$ cat config.mk
export PLATFORM = sky130hd
export DESIGN_NAME = pstats_trig_gen_flat
export DESIGN_NICKNAME = d
export VERILOG_FILES = /design/src/rtl/pstats_trig_gen_if.sv /design/src/rtl/pstats_trig_gen.sv /design/src/flat_wrapper.sv
export SDC_FILE = /design/constraint.sdc
export NUM_CORES = 2
export LEC_CHECK = 0
export ABC_AREA = 0
export CAP_MARGIN = 20
export CORE_ASPECT_RATIO = 1.4
export CORE_MARGIN = 8
export CORE_UTILIZATION = 60
export DETAILED_ROUTE_END_ITERATION = 10
export PLACE_DENSITY = 0.87
export SETUP_SLACK_MARGIN = 0.5
export SLEW_MARGIN = 20
export SYNTH_ARGS = -nofsm -noshare
export SYNTH_HDL_FRONTEND = slang
export SYNTH_SLANG_ARGS = --single-unit
export TNS_END_PERCENT = 10
$ cat constraint.sdc
create_clock -name clk_i -period 6.25 [get_ports clk_i]
set_clock_uncertainty 0.1 [all_clocks]
set_input_delay 1.25 -clock clk_i [delete_from_list [all_inputs] [get_ports clk_i]]
set_output_delay 1.25 -clock clk_i [all_outputs]
set_load 0.05 [all_outputs]
$ cat src/rtl/pstats_trig_gen_if.sv
// Start/stop, configuration and trigger-output bundle for pstats_trig_gen.
interface pstats_trig_gen_if #(
  parameter int g_trig_width = 10,
  parameter int g_cnt_width  = 16
);
  logic                    start_i;
  logic                    stop_i;
  logic                    mode_i;
  logic [g_cnt_width-1:0]  period_i;
  logic [g_cnt_width-1:0]  pulse_len_i;
  logic [g_cnt_width-1:0]  stagger_i;
  logic [g_cnt_width-1:0]  burst_len_i;
  logic [7:0]              rand_thr_i;
  logic [g_trig_width-1:0] trig_o;
  logic                    busy_o;
  logic                    done_p_o;

  modport master (
    output start_i, stop_i, mode_i, period_i, pulse_len_i, stagger_i, burst_len_i, rand_thr_i,
    input  trig_o, busy_o, done_p_o
  );

  modport slave (
    input  start_i, stop_i, mode_i, period_i, pulse_len_i, stagger_i, burst_len_i, rand_thr_i,
    output trig_o, busy_o, done_p_o
  );
endinterface

$ cat src/rtl/pstats_trig_gen.sv
// Multi-channel staggered trigger generator: per-channel slots of a latched period, periodic or
// LFSR-gated firing, finite/endless bursts and a graceful stop that lets running pulses finish.
module pstats_trig_gen #(
  parameter int          g_trig_width = 10,
  parameter int          g_cnt_width  = 16,
  parameter logic [15:0] g_lfsr_seed  = 16'hACE1
) (
  input logic              clk_i,
  input logic              rst_n_i,
  pstats_trig_gen_if.slave bus
);
  localparam int OffW = g_cnt_width + $clog2(g_trig_width);

  typedef enum logic [1:0] {IDLE, RUN, STOP} state_t;
  typedef logic [g_cnt_width-1:0] cnt_t;

  state_t                  state;
  logic                    busy;
  logic                    done_p;
  logic                    mode_q;
  cnt_t                    per_q;
  cnt_t                    pl_q;
  cnt_t                    burst_q;
  logic [7:0]              thr_q;
  cnt_t                    per_c;
  cnt_t                    pl_c;
  logic                    accept;
  logic                    all_done;

  logic [OffW-1:0]         off      [g_trig_width];
  cnt_t                    ph       [g_trig_width];
  cnt_t                    slot_cnt [g_trig_width];
  logic [15:0]             lfsr     [g_trig_width];
  logic [g_trig_width-1:0] waiting;
  logic [g_trig_width-1:0] act;
  logic [g_trig_width-1:0] fired;
  logic [g_trig_width-1:0] ch_done;
  logic [g_trig_width-1:0] trig;
  logic [g_trig_width-1:0] fire_now;
  logic [g_trig_width-1:0] ends_slot;
  logic [g_trig_width-1:0] ends_last;
  logic [g_trig_width-1:0] begin_slot;

  function automatic logic [15:0] seed_of(input int n);
    logic [15:0] s;
    s = g_lfsr_seed ^ 16'(n);
    return (s == 16'h0000) ? 16'h0001 : s;
  endfunction

  function automatic logic [15:0] lfsr_step(input logic [15:0] v);
    return {v[14:0], v[15] ^ v[13] ^ v[12] ^ v[10]};
  endfunction

  assign accept   = (state == IDLE) && bus.start_i && !bus.stop_i;
  assign per_c    = (bus.period_i < cnt_t'(2)) ? cnt_t'(2) : bus.period_i;
  assign pl_c     = (bus.pulse_len_i >= per_c) ? per_c - cnt_t'(1) : bus.pulse_len_i;
  assign all_done = &(ch_done | ends_last);

  // A stop sampled on a slot boundary suppresses that slot as well.
  always_comb begin
    fire_now   = '0;
    ends_slot  = '0;
    ends_last  = '0;
    begin_slot = '0;
    for (int n = 0; n < g_trig_width; n++) begin
      fire_now[n]   = !mode_q || (lfsr[n][7:0] < thr_q);
      ends_slot[n]  = act[n] && (ph[n] == per_q - cnt_t'(1));
      ends_last[n]  = ends_slot[n] && (burst_q != '0) && (slot_cnt[n] == burst_q - cnt_t'(1));
      begin_slot[n] = (state == RUN) && !bus.stop_i &&
                      ((waiting[n] && (off[n] == '0)) || (ends_slot[n] && !ends_last[n]));
    end
  end

  always_ff @(posedge clk_i or negedge rst_n_i) begin
    if (!rst_n_i) begin
      state   <= IDLE;
      busy    <= 1'b0;
      done_p  <= 1'b0;
      mode_q  <= 1'b0;
      per_q   <= '0;
      pl_q    <= '0;
      burst_q <= '0;
      thr_q   <= '0;
    end else begin
      done_p <= 1'b0;
      case (state)
        IDLE: if (accept) begin
          state   <= RUN;
          busy    <= 1'b1;
          mode_q  <= bus.mode_i;
          per_q   <= per_c;
          pl_q    <= pl_c;
          burst_q <= bus.burst_len_i;
          thr_q   <= bus.rand_thr_i;
        end
        RUN: if (bus.stop_i) begin
          state <= STOP;
        end else if (all_done) begin
          state  <= IDLE;
          busy   <= 1'b0;
          done_p <= 1'b1;
        end
        STOP: if (trig == '0) begin
          state  <= IDLE;
          busy   <= 1'b0;
          done_p <= 1'b1;
        end
        default: begin
          state <= IDLE;
          busy  <= 1'b0;
        end
      endcase
    end
  end

  // LFSRs are reseeded on every accepted start so equal configs give equal traces.
  always_ff @(posedge clk_i or negedge rst_n_i) begin
    if (!rst_n_i) begin
      for (int n = 0; n < g_trig_width; n++) begin
        off[n]      <= '0;
        ph[n]       <= '0;
        slot_cnt[n] <= '0;
        lfsr[n]     <= seed_of(n);
      end
      waiting <= '0;
      act     <= '0;
      fired   <= '0;
      ch_done <= '0;
      trig    <= '0;
    end else if (accept) begin
      for (int n = 0; n < g_trig_width; n++) begin
        off[n]      <= OffW'(bus.stagger_i) * OffW'(n);
        ph[n]       <= '0;
        slot_cnt[n] <= '0;
        lfsr[n]     <= seed_of(n);
      end
      waiting <= '1;
      act     <= '0;
      fired   <= '0;
      ch_done <= '0;
      trig    <= '0;
    end else if (state == IDLE) begin
      waiting <= '0;
      act     <= '0;
      trig    <= '0;
    end else begin
      for (int n = 0; n < g_trig_width; n++) begin
        if (begin_slot[n]) begin
          waiting[n] <= 1'b0;
          act[n]     <= 1'b1;
          ph[n]      <= '0;
          fired[n]   <= fire_now[n];
          trig[n]    <= fire_now[n] && (pl_q != '0);
          lfsr[n]    <= lfsr_step(lfsr[n]);
          if (ends_slot[n]) slot_cnt[n] <= slot_cnt[n] + cnt_t'(1);
        end else begin
          if (waiting[n] && (state == RUN) && (off[n] != '0)) off[n] <= off[n] - OffW'(1);
          if (act[n]) begin
            ph[n]   <= ph[n] + cnt_t'(1);
            trig[n] <= fired[n] && ((ph[n] + cnt_t'(1)) < pl_q);
            if (ends_slot[n]) begin
              act[n]      <= 1'b0;
              trig[n]     <= 1'b0;
              slot_cnt[n] <= slot_cnt[n] + cnt_t'(1);
              if (ends_last[n]) ch_done[n] <= 1'b1;
            end
          end
        end
      end
    end
  end

  assign bus.trig_o   = trig;
  assign bus.busy_o   = busy;
  assign bus.done_p_o = done_p;
endmodule

$ cat src/flat_wrapper.sv
// flat-port wrapper written by rule: the top's interface ports become plain ports
module pstats_trig_gen_flat 
#(
  parameter int          g_trig_width = 10,
  parameter int          g_cnt_width  = 16,
  parameter logic [15:0] g_lfsr_seed  = 16'hACE1
)
  (clk_i, rst_n_i, bus_start_i, bus_stop_i, bus_mode_i, bus_period_i, bus_pulse_len_i, bus_stagger_i, bus_burst_len_i, bus_rand_thr_i, bus_trig_o, bus_busy_o, bus_done_p_o);
  pstats_trig_gen_if #(.g_trig_width(g_trig_width), .g_cnt_width(g_cnt_width)) bus_i ();
  input logic clk_i;
  input logic rst_n_i;
  input wire logic [$bits(bus_i.start_i)-1:0] bus_start_i;
  input wire logic [$bits(bus_i.stop_i)-1:0] bus_stop_i;
  input wire logic [$bits(bus_i.mode_i)-1:0] bus_mode_i;
  input wire logic [$bits(bus_i.period_i)-1:0] bus_period_i;
  input wire logic [$bits(bus_i.pulse_len_i)-1:0] bus_pulse_len_i;
  input wire logic [$bits(bus_i.stagger_i)-1:0] bus_stagger_i;
  input wire logic [$bits(bus_i.burst_len_i)-1:0] bus_burst_len_i;
  input wire logic [$bits(bus_i.rand_thr_i)-1:0] bus_rand_thr_i;
  output wire logic [$bits(bus_i.trig_o)-1:0] bus_trig_o;
  output wire logic [$bits(bus_i.busy_o)-1:0] bus_busy_o;
  output wire logic [$bits(bus_i.done_p_o)-1:0] bus_done_p_o;
  assign bus_i.start_i = bus_start_i;
  assign bus_i.stop_i = bus_stop_i;
  assign bus_i.mode_i = bus_mode_i;
  assign bus_i.period_i = bus_period_i;
  assign bus_i.pulse_len_i = bus_pulse_len_i;
  assign bus_i.stagger_i = bus_stagger_i;
  assign bus_i.burst_len_i = bus_burst_len_i;
  assign bus_i.rand_thr_i = bus_rand_thr_i;
  assign bus_trig_o = bus_i.trig_o;
  assign bus_busy_o = bus_i.busy_o;
  assign bus_done_p_o = bus_i.done_p_o;
  pstats_trig_gen #(.g_trig_width(g_trig_width), .g_cnt_width(g_cnt_width), .g_lfsr_seed(g_lfsr_seed)) u_core (.clk_i(clk_i), .rst_n_i(rst_n_i), .bus(bus_i));
endmodule
==> key figures <==
Synth
  – Number of enable flip-flop cells after synthesis: 0
  – Synthesized netlist cell count: 6162
  – Net Count, Synth: 6616
  – Ys async rst share: 100%
  – Yosys warns: 0
  – Ys flop type: dfrtp_1
  – Sequential-to-total area share from yosys stat: 36.1%
  – Post-Syn Area: 55200 sq um
  – Avg Synthesized Cell Area: 8.95 sq um
  – Unique masters post-synth: 107
  – Flops & latches, synth: 791

Timing
  – Fmax: 176 MHz
  – Final Setup Violations: 0
  – Final worst-path cycle share: 91.0%
  – Relative slew slack: 18.7%
  – Worst slew pin tran: 1210 ps
  – Setup TNS: 0 ps
  – Final worst slack: 560 ps
  – Final Max Tran Viols: 0
  – Final hold vios: 0
  – Final critical-path required period: 5690 ps
  – Worst hold slack: 376 ps
  – RSZ-0062 raised after global routing: yes

Critical path
  – Crit path cell chain: inv_1 -> ha_1 -> or3b_1 -> o21ai_1 -> and2_1 -> xor2_1 -> nand4_1 -> nor4_2 -> o21ai_1 -> nand2_1 -> and3_1 -> a21oi_1 -> a31oi_1
  – Largest stage delay on the critical path: 900 ps
  – FF-to-FF path depth: 13
  – R2r startpoint: u_core.burst_q[1]
  – Capturing point of the worst reg2reg path: u_core.ph[103]
  – Worst setup EP type: register
  – Family with the most delay on the worst path: simple AND/OR/NAND/NOR gates
  – Most used cell, CP: o21ai_1
  – Arr. time, crit path: 6160 ps
  – Critical path type: register to register
  – Internal reg-to-reg setup slack: 560 ps
  – CP bufs+invs: 1
  – CP max FO: 27
  – Data required time of the worst path: 6720 ps
  – Crit-path slowest cell: and3_1
  – Startpoint types: register

CTS
  – Root Driver: clkbuf_16
  – CTS Buffer Depth: 3
  – CTS tree: yes
  – H-tree levels: 3
  – CTS Hold Buffers Added: 0
  – Num CTS Buffers: 83
  – Clock transition at path regs: 60 ps
  – CTS Sinks: 791
  – CTS resizes: 0
  – Post-CTS Setup Repair Bufs: 0
  – Skew-Pair Late Insertion Delay: 700 ps

Route
  – DR vias/cell: 6.61
  – Starting DRT DRC Count: 5382
  – Pre-Repair DR Iteration Count: 6
  – Routed WL: 172000 microns
  – WL per Instance: 23.1 microns
  – Met3 WL: 14200 microns
  – Via Count: 49047
  – Wire length on met2: 80400 microns
  – DRT antenna net count: 0
  – M1 WL: 61800 microns
  – DRC viols: 0
  – Max layer used: met5

Placed design
  – Dpl ws: 312 ps
  – GP Congestion: 1.05
  – DP Area: 57500 sq um
  – I/O Buffers: 88
  – Post-Place Cells: 7264
  – DPL Wire Length: 119000 microns

GRT
  – Initial antenna violation count: 4
  – Grt total ovfl: 0
  – Vias in the first global route: 48825
  – Gr usage total: 32.8%
  – Largest net degree at the start of global routing: 149
  – Global-route wire length before repair: 269000 microns

Layout
  – FILL cells: 6978
  – Most frequent cells in the layout: dfrtp_1 (706), nand2_1 (533), nor2_1 (509), xnor2_1 (410), a21oi_1 (393)
  – Register area: 19900 sq um
  – Design area: 60500 sq um
  – Commonest non-fill, non-tap cell in the layout: dfrtp_1
  – Fin cells: 7419
  – Multi-input logic area: 33100 sq um
  – Share of cells above drive strength 1: 7.83%
  – Nets: 6606
  – Synth-to-Final Area Change: 9.62%

Floorplan
  – DIE AREA: 102000 sq um
  – # IOs: 89
  – Core area: 91100 sq um
  – Die X: 272 microns
  – Chip Height: 375 microns
  – Initial Util: 60.5%
  – Cell row count: 131

Job
  – Max-cap violations: 0

Min path
  – Hold depth: 2
  – Hold EP: u_core.lfsr[73]
  – Startpoint of the worst hold path: u_core.lfsr[72]
  – Hold Crit Class: register to register

Run status
  – Status: finished, final reports clean

Pwr
  – Static Leak: 26.7 nW
  – Worst vdd ir: 276 uV
  – PD cells: 374 nW/um^2
[sequential cells by signal, indices dropped and copies added (netlist names), 16 cells and up]
| signal | count |
|---|---|
| u_core.per_q | 16 |
| u_core.off | 200 |
| u_core.pl_q | 16 |
| u_core.slot_cnt | 160 |
| u_core.ph | 160 |
| u_core.lfsr | 160 |
| u_core.burst_q | 16 |
[cells by family after synthesis]
logic type / share of synthesized area (%)
and+or+nand+nor: 20.5
AOI/OAI and AO/OA: 15.5
DFF: 36.1
xor gates and xnor gates: 13.9
buffers and inverters: 4.00
adders and majority gates: 8.85
muxes: 1.17
[power by group]
group	internal (mW)	total (mW)	leakage, nW	switching, mW
Clock	3.13	5.40	1.43	2.27
Combinational	3.84	10.0	15.0	6.20
Sequential	6.07	7.16	10.2	1.09
Total	13.0	22.6	26.7	9.56
[routing by layer]
metal  vias to the layer above  GRT usage [%]
li1                      21829              -
met1                     23773           38.1
met2                      2604           53.3
met3                       839           6.11
met4                         2           25.4
met5                         -              0
[metrics by stage]
stage / util (%) / power [mW]
final: 66.3 / 22.6
after global routing: 66.3 / 23.6
after CTS: 66.3 / 22.3
after detailed placement: 63.1 / 16.8
after global placement: 63.1 / 16.5
after floorplan: - / 13.5
[worst reg2reg max path: stages, from the launching register on]
cell and delay (ps):
dfrtp_1 470, inv_1 110, ha_1 500, or3b_1 640
o21ai_1 490, and2_1 430, xor2_1 190, nand4_1 120
nor4_2 520, o21ai_1 320, nand2_1 450, and3_1 900
a21oi_1 170, a31oi_1 180
[area by class of cell]
class	instances	area share, %
clock inverter	38	0.966
sequential	791	32.9
clock buffer	113	3.86
timing repair buffer	242	3.56
antenna	4	0.0166
multi-input combinational	4810	54.8
tap	1197	2.48
inverter	224	1.39
[how the worst max path moves through the flow]
stage / startpoint / end / slack (ps) / cells past startpoint
global route: u_core.burst_q[1] / u_core.ph[101] / 350 / 14
detailed placement: bus_period_i[8] / u_core.pl_q[14] / 310 / 19
global placement: bus_period_i[8] / u_core.pl_q[14] / 410 / 19
floorplan: bus_period_i[4] / u_core.pl_q[10] / 1390 / 18
CTS: u_core.per_q[1] / u_core.lfsr[129] / 500 / 15
finish: u_core.burst_q[1] / u_core.ph[103] / 560 / 13
[synthesized netlist by cell type, types with 89 or more instances]
| cell | number | area (sq um) |
|---|---|---|
| dfrtp_1 | 706 | 17700 |
| nand2_1 | 533 | 2000 |
| nor2_1 | 516 | 1940 |
| xnor2_1 | 412 | 3610 |
| a21oi_1 | 393 | 1970 |
| ha_1 | 358 | 4480 |
| o21ai_0 | 353 | 1770 |
| xor2_1 | 315 | 2760 |
| nand3_1 | 277 | 1390 |
| clkbuf_1 | 246 | 923 |
| inv_1 | 223 | 837 |
| nor3_1 | 177 | 886 |
| and3_1 | 113 | 707 |
| a21o_1 | 96 | 721 |
| nand2b_1 | 89 | 557 |
Power figures use the tool's default switching activity.
